`src/rtl/all_gates_u2.sv`:
```
// Registered bitwise gate bank (NOT/AND/OR/NAND/NOR/XOR/XNOR) with a sticky
// result-valid flag and a saturating counter of input changes.
module all_gates_u2 #(
    parameter int WIDTH = 1,
    parameter int CNT_W = 8
) (
    input  logic [WIDTH-1:0] a,
    input  logic [WIDTH-1:0] b,
    output logic [WIDTH-1:0] out_not,
    output logic [WIDTH-1:0] out_and,
    output logic [WIDTH-1:0] out_or,
    input  logic             clk,
    input  logic             rst,
    output logic [WIDTH-1:0] out_nand,
    output logic [WIDTH-1:0] out_nor,
    output logic [WIDTH-1:0] out_xor,
    output logic [WIDTH-1:0] out_xnor,
    output logic             out_valid,
    output logic [CNT_W-1:0] chg_cnt
);

    // out_valid is a plain status qualifier, not a handshake: it rises on the
    // first non-reset edge and stays high until the next reset. No ready.

    logic [2*WIDTH-1:0] prev_ab;
    logic               prev_valid;
    logic [2*WIDTH-1:0] cur_ab;
    logic               changed;
    logic               cnt_full;

    assign cur_ab   = {a, b};
    assign changed  = prev_valid && (cur_ab != prev_ab);
    assign cnt_full = (chg_cnt == {CNT_W{1'b1}});

    always_ff @(posedge clk) begin
        if (rst) begin
            out_not    <= '0;
            out_and    <= '0;
            out_or     <= '0;
            out_nand   <= '0;
            out_nor    <= '0;
            out_xor    <= '0;
            out_xnor   <= '0;
            out_valid  <= 1'b0;
            chg_cnt    <= '0;
            prev_ab    <= '0;
            prev_valid <= 1'b0;
        end else begin
            out_not    <= ~a;
            out_and    <= a & b;
            out_or     <= a | b;
            out_nand   <= ~(a & b);
            out_nor    <= ~(a | b);
            out_xor    <= a ^ b;
            out_xnor   <= ~(a ^ b);
            out_valid  <= 1'b1;
            prev_ab    <= cur_ab;
            prev_valid <= 1'b1;
            // Saturate rather than wrap so a long-running count never reads low.
            if (changed && !cnt_full) begin
                chg_cnt <= chg_cnt + 1'b1;
            end
        end
    end

endmodule

```
`config.mk`:
```
export PLATFORM = sky130hd
export DESIGN_NAME = all_gates_u2
export DESIGN_NICKNAME = d
export VERILOG_FILES = /design/src/rtl/all_gates_u2.sv
export SDC_FILE = /design/constraint.sdc
export NUM_CORES = 1
export LEC_CHECK = 0
export CORE_MARGIN = 2
export CORE_UTILIZATION = 45
export DETAILED_ROUTE_END_ITERATION = 6
export PLACE_DENSITY = 0.75
export REMOVE_ABC_BUFFERS = 1
export SLEW_MARGIN = 10
export SYNTH_ARGS = -nofsm -noshare
export SYNTH_HDL_FRONTEND = slang
export SYNTH_SLANG_ARGS = --single-unit
```
`constraint.sdc`:
```
create_clock -name clk -period 2.08 [get_ports clk]
set_input_delay 0.624 -clock clk [delete_from_list [all_inputs] [get_ports clk]]
set_output_delay 0.624 -clock clk [all_outputs]
set_load 0.005 [all_outputs]
```
* After elaboration in Yosys (flattened, before gate mapping)
Cells that the tools add are included.
Storage, ports and cells: bits of input ports 4, bits in registers 18
Cells by class: eq/ne operators 2, reduce and logical (&&, ||, !) cells 3, bitwise gates (word level) 7, multiplexer cells 1, $add $sub $neg 1
Operator list (number):
- 8-bit by 1-bit adder with 8-bit output, second input constant | 1
- 8-bit == test, second input constant | 1
- 1-bit inverter | 4
- 1-bit logical AND | 2
- 2-bit inequality test | 1
- 1-bit bitwise AND | 1
- 1-bit zero test | 1
- 1-bit 2-to-1 mux | 1
- 1-bit bitwise OR | 1
- 1-bit bitwise XOR | 1

* Depth between registers and ports, before layout
depth after elaboration 3, mapped depth 5, depth with buffers taken out 5

* Worst setup path after synthesis
No wires, ideal clock.
kind input to register, from input port b, to register chg_cnt[5], setup slack 0.408 ns, cell stages on the path 4, buffers on the path 0, data arrival time 1.551 ns, cell sequence xnor2_1 -> a21bo_2 -> nor3_1 -> mux2_2
On the way: cells in the longest elaborated chain, start to end 3
Ends and longest elaborated chain:
- from (decl) | line 8 | input logic [WIDTH-1:0] b,
- 2-bit inequality test | line 32 | assign changed = prev_valid && (cur_ab != prev_ab);
- 1-bit logical AND | line 32
- 1-bit logical AND | line 60 | if (changed && !cnt_full) begin
- to (signal assigned) | line 61 | chg_cnt <= chg_cnt + 1'b1;
- to (decl) | line 19 | output logic [CNT_W-1:0] chg_cnt
Every way passes these cells. A chain may end at the register's enable or synchronous reset.

* Worst setup path in the final report
from register chg_cnt[3], to output port chg_cnt[3]
No word-level cell between the ends.

==> impl_results.md <==
- Mapped Cells: 76
- Num CTS Buffers: 3
- Total track usage: ~16%
- Hold buffers post-CTS: 0
- Setup Viol. Count Final: 0
- Syn_area_per_cell: ~9.5 um^2
- Flop pwr share: a little over half
- Max cap viols: 0
- Core footprint: approximately 1500 um^2
- Achievable Freq: 527 MHz
- HP Class: reg2reg
- Switching pwr: 153 uW
- Vias per inst: between 5 and 6
- Clk buf depth: 2
- EDFF count, synth: 0
- CP cell instances: clkdlybuf4s50_1
- Power share of the clock group: between 30% and 40%
- Final wirelength: roughly 1.4 mm
- Finished layout cell area: around 1000 um^2
- Remaining global-route overflow: 0
- Io pins: 20
- Min Tclk post-route: about 1.9 ns
- Ys async rst share: 0%
- Main synth FF type: dfxtp_1
- Final setup TNS: 0 ns
- Root Driver: clkbuf_4
- Ys Warns: 0
- Drt initial violations: 29
- Worst slew pin tran: between 0.3 and 0.4 ns
- Largest net degree at the start of global routing: 11
- Avg WL per Cell: between 10 and 15 um
- CP arrival: about 1.3 ns
- Max-slew violations: 0
- Post-cts resize count: 0
- Die W: between 40 and 50 um
- Hold Violations, Final: 0
- Part of the cycle the worst path needs: between 90 and 100%
- Most instantiated cells after synthesis: dfxtp_1, nor2_1, nand2_1
- Clock Latency Late Sink: roughly 0.29 ns
- Vias in the first global route: 545
- Status: completed
- Drt pass-1 iters: 4
- Leakage Power: slightly above 0.4 nW
- Pre-CTS setup slack: -0.0929 ns
- Setup Buffers After CTS: 0
- Comb power frac: roughly 14%
- Final-layout fill cell count: 117
- Crit Path Class: reg2out
- Routed vias: ~650
- # DRC: 0
- Top cell type's share of synthesized area: roughly 50%
- Fin util: roughly 68%
- P per Cell Area: around 660 nW/um^2
- Crit Path Max Fanout: 7
- Area growth syn-to-layout: 41.5%
- CTS H-tree lvls: 1
- RSZ-0062 raised after global routing: no
- Ranking of synthesized cells by area: dfxtp_1, ha_1, nor2_1, nor2b_1, mux2_2
- Sw Share: 22.6%
- Syn Std Cell Area: 721 um^2
- Routed Antenna Nets: 0
- CTS tree: built
- Pint: around 520 uW
- Seq cells post-synth: 18
- Total Power: 677 uW
- First-pass GRT wire length: 2.30 mm
- Largest area contributor in the netlist: dfxtp_1
- Most common cell in the netlist: dfxtp_1
- Setup crit end kind: output pin
- Worst Setup Start Kind: flip-flop
- Clock sinks: 18
- Hpwl dp: about 1.0 mm
- Worst path required time: around 1.5 ns
- Initial Utilization: ~48%
- CP delay by family, top: buffers and inverters
- Worst VDD drop: 0.387 mV
- Slew HR: around three quarters
- Port Buffer Count: 19
- Placed cells: 117
- Share of cells above drive strength 1: 15.2%
- Post-DP Area: 983 um^2
- Worst hold slack: between 0.5 and 0.6 ns
- Die area: 1940 um^2
- Initial antenna violation count: 0
- Final setup margin: roughly 0.18 ns
- Row count: 14
- Largest stage delay, worst path: 0.54 ns
- Clk pin slew, worst setup/hold paths: roughly 0.10 ns
- Nets@finish: roughly 110
- Register area share after synthesis: 50.0%
- # diodes: 0
- Worst Skew: 0.00116 ns
- Routability cong.: 0.798
- Final Instance Count excl. Fillers: between 100 and 150
- Synth cell types: 27
- Die Ht: about 44 um
- WP buf/inv: 1
- Critical path's slowest cell: clkdlybuf4s50_1
==> placed cells by master, fill, tap and decap left out <==
cell,Yosys,routed
a211oi_1,1,1
a21bo_2,1,1
a21o_1,1,1
a21oi_1,1,1
a31oi_1,1,1
a31oi_2,1,1
and3_1,1,1
buf_4,0,8
clkbuf_4,0,3
clkbuf_8,0,1
clkdlybuf4s50_1,0,19
dfxtp_1,18,18
ha_1,3,3
inv_1,4,4
mux2_2,2,2
mux2i_1,2,2
nand2_1,6,6
nand3_1,2,2
nand4_1,2,2
nor2_1,10,10
nor2b_1,5,5
nor3_1,3,3
o21ai_0,1,1
o21ai_1,1,1
o311ai_0,2,2
o31ai_1,1,1
o41ai_1,1,1
or3_1,2,2
xnor2_1,2,2
==> path summary, 6_finish.rpt <==
check	to	slack, ns	depth (start not counted)	startpoint
worst max-delay path	chg_cnt[3]	0.18	1	chg_cnt[3]
worst min-delay path	chg_cnt[1]	0.53	2	chg_cnt[1]
worst max register to register	chg_cnt[5]	0.44	5	chg_cnt[1]
worst min register to register	chg_cnt[1]	0.53	2	chg_cnt[1]
==> logic make-up after synthesis <==
kind of cell               count (synthesis)  share of synthesized area [%]
and+or+nand+nor                           31                           20.5
DFF                                       18                           50.0
AOI/OAI and AO/OA                         12                           12.8
buffers and inverters                      6                           3.12
muxes                                      4                           5.90
adders and majority gates                  3                           5.21
xor gates and xnor gates                   2                           2.43
==> registers in the layout, summed over array words and instances, names as in the netlist <==
signal and flops:
out_xnor 1, prev_ab 2, out_or 1, prev_valid 1
out_xor 1, out_nand 1, out_nor 1, chg_cnt 8
out_not 1, out_and 1
==> power by group through the flow <==
| stage | clock, mW | sequential [mW] | combinational, mW |
|---|---|---|---|
| floorplan | 0 | 0.378 | 0.0324 |
| finish | 0.214 | 0.370 | 0.0937 |
| global route | 0.240 | 0.371 | 0.102 |
| detailed placement | 0 | 0.377 | 0.0935 |
| global placement | 0 | 0.377 | 0.0922 |
| CTS | 0.220 | 0.370 | 0.0943 |
==> per-layer routing <==
layer  GRT usage (%)  share of wire [%]
met1            21.1                 50
met2            24.7                 44
met3            3.67                3.8
met4            10.9                2.6
met5               0                  0
==> final cells by class <==
type / instances / area, um^2 / share of cell area (%)
inverters: 4 / 15.0 / 1.47
repair buffers: 27 / 250 / 24.5
clock buffers: 4 / 36.3 / 3.56
well taps: 16 / 20.0 / 1.96
flip-flops and latches: 18 / 360 / 35.3
multi-input cells: 52 / 338 / 33.1
==> worst min-delay path, delay by kind of cell (launching register included) <==
kind,cells,cell delay (ns)
flip-flops,1,0.36
AND/OR/NAND/NOR,1,0.07
multiplexers,1,0.05
No activity file was read; power rests on OpenSTA's default activity.
